**config.mk**
```make
export PLATFORM = sky130hd
export DESIGN_NAME = adder_pipe_dly
export DESIGN_NICKNAME = d
export VERILOG_FILES = /design/src/rtl/adder_pipe_dly.sv
export SDC_FILE = /design/constraint.sdc
export NUM_CORES = 1
export LEC_CHECK = 0
export ABC_AREA = 1
export CAP_MARGIN = 20
export CORE_ASPECT_RATIO = 0.5
export CORE_MARGIN = 1.5
export CORE_UTILIZATION = 23
export CTS_BUF_LIST = sky130_fd_sc_hd__clkbuf_8
export CTS_CLUSTER_SIZE = 16
export DETAILED_ROUTE_END_ITERATION = 12
export SLEW_MARGIN = 40
export SYNTH_ARGS = -nofsm -noshare
export SYNTH_HDL_FRONTEND = slang
export SYNTH_SLANG_ARGS = --single-unit
```
**constraint.sdc**
```tcl
create_clock -name clk -period 1.1 [get_ports clk]
set_input_delay 0.33 -clock clk [delete_from_list [all_inputs] [get_ports clk]]
set_output_delay 0.33 -clock clk [all_outputs]
set_load 0.01 [all_outputs]
```
**src/rtl/adder_pipe_dly.sv**
```systemverilog
// Fixed-latency adder pipeline: {co,sum} = a + b + ci, carried through LATENCY
// register stages with valid/ready flow control and bubble collapsing.
module adder_pipe_dly #(
  parameter int WIDTH   = 4,
  parameter int LATENCY = 3
) (
  input  logic             clk,
  input  logic             rst_n,
  input  logic             in_valid,
  output logic             in_ready,
  input  logic [WIDTH-1:0] a,
  input  logic [WIDTH-1:0] b,
  input  logic             ci,
  output logic             out_valid,
  input  logic             out_ready,
  output logic [WIDTH-1:0] sum,
  output logic             co,
  output logic             busy
);

  localparam int DW = WIDTH + 1;

  logic [LATENCY-1:0] valid_q;
  logic [LATENCY-1:0] valid_d;
  logic [LATENCY-1:0] adv_s;
  logic [DW-1:0]      data_q [LATENCY];
  logic [DW-1:0]      data_d [LATENCY];
  logic [DW-1:0]      add_s;
  logic               busy_q;

  function automatic logic [DW-1:0] add_fn(input logic [WIDTH-1:0] x,
                                           input logic [WIDTH-1:0] y,
                                           input logic             c);
    return {1'b0, x} + {1'b0, y} + {{WIDTH{1'b0}}, c};
  endfunction

  // Stage i may load unless it and every stage downstream of it are full
  // while the consumer is stalling.
  always_comb begin
    logic full_v;
    adv_s = '0;
    for (int i = 0; i < LATENCY; i++) begin
      full_v = 1'b1;
      for (int j = i; j < LATENCY; j++) begin
        full_v = full_v & valid_q[j];
      end
      adv_s[i] = !full_v || out_ready;
    end
  end

  // Next-state for every stage; operands are only sampled on an accepted transfer.
  always_comb begin
    add_s   = add_fn(a, b, ci);
    valid_d = valid_q;
    data_d  = data_q;
    if (adv_s[0]) begin
      valid_d[0] = in_valid;
      data_d[0]  = in_valid ? add_s : data_q[0];
    end else begin
      valid_d[0] = valid_q[0];
      data_d[0]  = data_q[0];
    end
    for (int i = 1; i < LATENCY; i++) begin
      if (adv_s[i]) begin
        valid_d[i] = valid_q[i-1];
        data_d[i]  = valid_q[i-1] ? data_q[i-1] : data_q[i];
      end else begin
        valid_d[i] = valid_q[i];
        data_d[i]  = data_q[i];
      end
    end
  end

  // Pipeline registers; reset discards every in-flight result.
  always_ff @(posedge clk or negedge rst_n) begin
    if (!rst_n) begin
      valid_q <= '0;
      busy_q  <= 1'b0;
      for (int i = 0; i < LATENCY; i++) begin
        data_q[i] <= '0;
      end
    end else begin
      valid_q <= valid_d;
      data_q  <= data_d;
      busy_q  <= |valid_d;
    end
  end

  assign in_ready  = adv_s[0];
  assign out_valid = valid_q[LATENCY-1];
  assign sum       = data_q[LATENCY-1][WIDTH-1:0];
  assign co        = data_q[LATENCY-1][WIDTH];
  assign busy      = busy_q;

endmodule

```
==> results_tabular.tex, run 1 <==
\begin{tabular}{lr}
\hline
Metric & Value \\
\hline
\multicolumn{2}{l}{\textbf{Outcome}} \\
Result of the run & complete, but fails checks \\
Violations in the final reports & negative setup slack \\
\multicolumn{2}{l}{\textbf{Yosys}} \\
Share of synthesized cell area in and, or, nand and nor gates & 0.240 \\
Flops \& latches, synth & 19 \\
Dominant combinational cell family by area after synthesis & simple AND/OR/NAND/NOR gates \\
Fraction of post-synthesis cell area in the top cell type by area & 0.505 \\
Number of synthesized flops with an enable pin & 0 \\
Number of distinct library cells after synthesis & 18 \\
Synthesized Nets & 121 \\
Compound-Gate Fraction of Synth Area & 0.0637 \\
Mux contribution to synthesized area & 0 \\
Count of synthesis-stage warnings from yosys & 0 \\
Leading cell type by number of instances after synthesis & sky130\_fd\_sc\_hd\_\_nand2\_1 \\
Post-synth ARST share & 1.00 \\
Post-synthesis cell count & 103 \\
Cell types occupying the most area after synthesis & sky130\_fd\_sc\_hd\_\_dfrtp\_1 50\%, sky130\_fd\_sc\_hd\_\_nand2\_1 11\%, sky130\_fd\_sc\_hd\_\_inv\_1 5.6\% \\
Post-Synth XOR/XNOR Area & 0.00930 \\
Most used standard cells in the synthesized netlist & 28 x sky130\_fd\_sc\_hd\_\_nand2\_1, 19 x sky130\_fd\_sc\_hd\_\_dfrtp\_1, 14 x sky130\_fd\_sc\_hd\_\_inv\_1, 10 x sky130\_fd\_sc\_hd\_\_nand3\_1, 6 x sky130\_fd\_sc\_hd\_\_o21ai\_0 \\
Synthesized-area fraction occupied by adder cells & 0.0823 \\
Sequential fraction of the synthesis area & 0.505 \\
Cell taking the most area after synthesis & sky130\_fd\_sc\_hd\_\_dfrtp\_1 \\
Flip-flop cell with the highest count after synthesis & sky130\_fd\_sc\_hd\_\_dfrtp\_1 \\
Mean instance size in the synthesized netlist & 9.15 sq um \\
Cell area after synthesis & $\sim$940 sq um \\
\multicolumn{2}{l}{\textbf{Timing}} \\
Crit path time final & 1.31 ns \\
Worst-case setup margin in the final layout & -0.208 ns \\
Final worst clock skew & 0.00454 ns \\
Highest clock frequency the design can meet & 764 MHz \\
RSZ-0062 raised after global routing & yes \\
Remaining max-slew budget at the tightest pin & 0.857 \\
Number of failing hold endpoints at the final stage & 0 \\
Final period util & 1.19 \\
Final-report max-slew violation count & 0 \\
Final setup violation count & 7 \\
Slew @ Worst Pin & between 0.2 and 0.25 ns \\
\multicolumn{2}{l}{\textbf{Setup path}} \\
Worst Path Buf+Inv & 2 \\
CP Cell Sequence & nand3\_2 > nor2\_4 > inv\_2 > buf\_6 \\
Peak fanout along the critical path & 2 \\
Slowest stage cell on the critical path & sky130\_fd\_sc\_hd\_\_dfrtp\_1 \\
Slowest cell delay on critical path & 0.37 ns \\
Critical path type & reg2out \\
Worst endpoint data arrival time & 0.98 ns \\
Reg2reg setup slack & roughly 0.05 ns \\
Sort of element at the end of the critical path & output pin \\
Largest delay contributor family on the critical path & flip-flops \\
Endpoint of the most critical register-to-register path & data\_q[14] \\
Required arrival time at the worst endpoint & $\sim$0.77 ns \\
Start of the worst register-to-register path & valid\_q[0] \\
Number of cells on the worst reg-to-reg path & 6 \\
Number of cells on the critical path & 4 \\
Critical path startpoint category & flip-flop \\
\multicolumn{2}{l}{\textbf{Detailed routing}} \\
DRC violations left & 0 \\
Antenna Violating Nets Remaining & 0 \\
Detailed Route Iter0 Violations & 26 \\
Per-cell via count in the routed design & 3.87 \\
Sum of routed wire length over all layers & 1810 um \\
Routed wire length per instance & 9.20 um \\
First-pass iteration count of the detailed router & 4 \\
Via total after detailed routing & around 760 \\
\multicolumn{2}{l}{\textbf{Power and ir drop}} \\
Leak Pwr & 0.000711 uW \\
Relative contribution of sequential cells to total power & 0.444 \\
Internal power & 1460 uW \\
Power density relative to cell area & 1450 mW/mm\^{}2 \\
Total Power Consumption & 2070 uW \\
Combinational fraction of design power & 0.320 \\
Part of the power in the clock network & 0.235 \\
Worst VDD drop & 0.491 mV \\
Switch Pwr & 609 uW \\
Fraction of power spent switching nets & 0.294 \\
\multicolumn{2}{l}{\textbf{Hold path}} \\
Path class of the lowest-slack min-delay path & in2async \\
\multicolumn{2}{l}{\textbf{Placement}} \\
Routability cong. & 0.711 \\
Post-placement setup slack & -0.789 ns \\
Estimated wirelength of the detail-placed design & roughly 1300 um \\
Number of I/O port buffers & 20 \\
\multicolumn{2}{l}{\textbf{Global routing}} \\
Gr ovfl total & 0 \\
Antenna violations before repair & 0 \\
Via count of the first global-routing pass & between 700 and 800 \\
First-pass GRT wire length & slightly below 3000 um \\
Aggregate global-route resource usage & 0.0851 \\
Pin count of the biggest net entering global routing & 20 \\
\multicolumn{2}{l}{\textbf{Die}} \\
Number of standard-cell rows in the floorplan & 16 \\
Die span in x & 93.5 um \\
Top Ports & 21 \\
Vertical die dimension & around 48 um \\
Initial cell density of the core & 0.240 \\
Floorplan core area & 0.00392 sq mm \\
Area of the die & around 0.0045 sq mm \\
\multicolumn{2}{l}{\textbf{Layout}} \\
N\_diodes & 0 \\
Share of final-layout standard cells stronger than drive strength 1 & 0.399 \\
Relative area change from synthesis to final layout & 52.2\% \\
Final core utilization & 0.365 \\
Final layout net count & roughly 160 \\
\multicolumn{2}{l}{\textbf{Clock tree}} \\
H-tree depth reported by CTS & 1 \\
CTS buffer count & 3 \\
CTS clk-pin slew, worst paths & 0.07 ns \\
Sink count of the clock tree & 19 \\
CTS tree & yes \\
CTS root buffer & sky130\_fd\_sc\_hd\_\_clkbuf\_8 \\
Hold buffer count at CTS & 0 \\
Number of buffers on the longest clock path & 2 \\
Worst-Skew Late Latency & between 0.2 and 0.3 ns \\
\multicolumn{2}{l}{\textbf{Job}} \\
Number of maximum-capacitance constraint violations & 0 \\
\hline
\end{tabular}
[layout by cell type, fill, tap and decap left out, types with 2 or more instances in the layout]
cell type,n
sky130_fd_sc_hd__nand2_1,27
sky130_fd_sc_hd__dfrtp_1,19
sky130_fd_sc_hd__buf_4,17
sky130_fd_sc_hd__inv_1,12
sky130_fd_sc_hd__buf_6,7
sky130_fd_sc_hd__nand3_2,6
sky130_fd_sc_hd__nand3_1,6
sky130_fd_sc_hd__buf_2,6
sky130_fd_sc_hd__o21ai_0,5
sky130_fd_sc_hd__o21ai_1,5
sky130_fd_sc_hd__nand2_2,3
sky130_fd_sc_hd__ha_4,3
sky130_fd_sc_hd__clkbuf_8,3
sky130_fd_sc_hd__dlygate4sd2_1,3
sky130_fd_sc_hd__clkdlybuf4s15_1,3
sky130_fd_sc_hd__inv_2,2
sky130_fd_sc_hd__nor2_4,2
sky130_fd_sc_hd__a21oi_1,2
sky130_fd_sc_hd__fa_2,2
sky130_fd_sc_hd__clkdlybuf4s50_1,2
[sequential cells by signal, indices dropped and copies added, names as in the netlist]
signal	count
busy	1
co	1
data_q	10
sum	4
valid_q	3
[metrics by stage]
step / area (sq um) / std cells / setup TNS (ns) / hold WS, ns
CTS: 1370 / 194 / -0.740 / 0.401
floorplan: 957 / 103 / -0.686 / 0.0344
finish: 1430 / 197 / -0.720 / 0.402
global placement: 1290 / 185 / -8.31 / 0.456
global route: 1430 / 197 / -1.09 / 0.399
detailed placement: 1290 / 185 / -8.49 / 0.462
[power groups by stage]
stage	sequential (uW)	combinational (uW)	clock, uW
floorplan	927	347	0
global placement	928	583	0
detailed placement	937	589	0
CTS	920	605	507
global route	938	741	531
finish	921	664	487
[worst register-to-register path, cell delays in order, from the launching register on]
cell                      delay (ns)
sky130_fd_sc_hd__dfrtp_1        0.40
sky130_fd_sc_hd__nand3_2        0.10
sky130_fd_sc_hd__nor2_4         0.04
sky130_fd_sc_hd__buf_4          0.15
sky130_fd_sc_hd__nor2_4         0.17
sky130_fd_sc_hd__nand2_1        0.07
sky130_fd_sc_hd__o21ai_1        0.07
[final cells by class]
cell class	instances	area [sq um]
clock buffer	3	41.3
clock inverter	1	7.51
fill	421	2490
inverter	14	52.6
multi-input combinational	66	452
sequential	19	475
tap	54	67.6
timing repair buffer	40	338
[worst max path at each step]
stage / startpoint / slack [ns] / end
2_1_floorplan: a[0] / -0.30 / data_q[11]
3_3_place_gp: a[0] / -0.76 / data_q[11]
3_5_place_dp: a[0] / -0.79 / data_q[11]
4_1_cts: valid_q[0] / -0.24 / in_ready
5_1_grt: valid_q[0] / -0.25 / in_ready
6_report: valid_q[0] / -0.21 / in_ready
[repair_timing]
item                       4_1_cts  5_1_grt
pin swaps                       12        4
setup endpoints to repair       23       12
resized for setup               64        9
cloned                           1        0
setup buffers                    5        3
[routing by layer]
metal,vias up,global-route usage,wire [um]
met2,11,0.168,887
met1,349,0.0971,862
met4,0,0.0455,19
li1,400,-,-
met3,2,0.00935,43
met5,-,0,0
[kinds of logic (layout without fill, tap and decap cells)]
family,Yosys count,after routing
AO/OA/AOI/OAI,12,12
XOR/XNOR,1,1
adder cells (fa/ha/maj),5,5
buffers and inverters,19,58
flip-flops,19,19
AND/OR/NAND/NOR,47,48
Note: power is estimated with default switching activity, not from simulation.
==> inputs of run 2 (changes only) <==
- SLEW_MARGIN: 40 -> 10
==> results of run 2 <==
The final DEF is identical to that of run 1; final timing and power are the same.
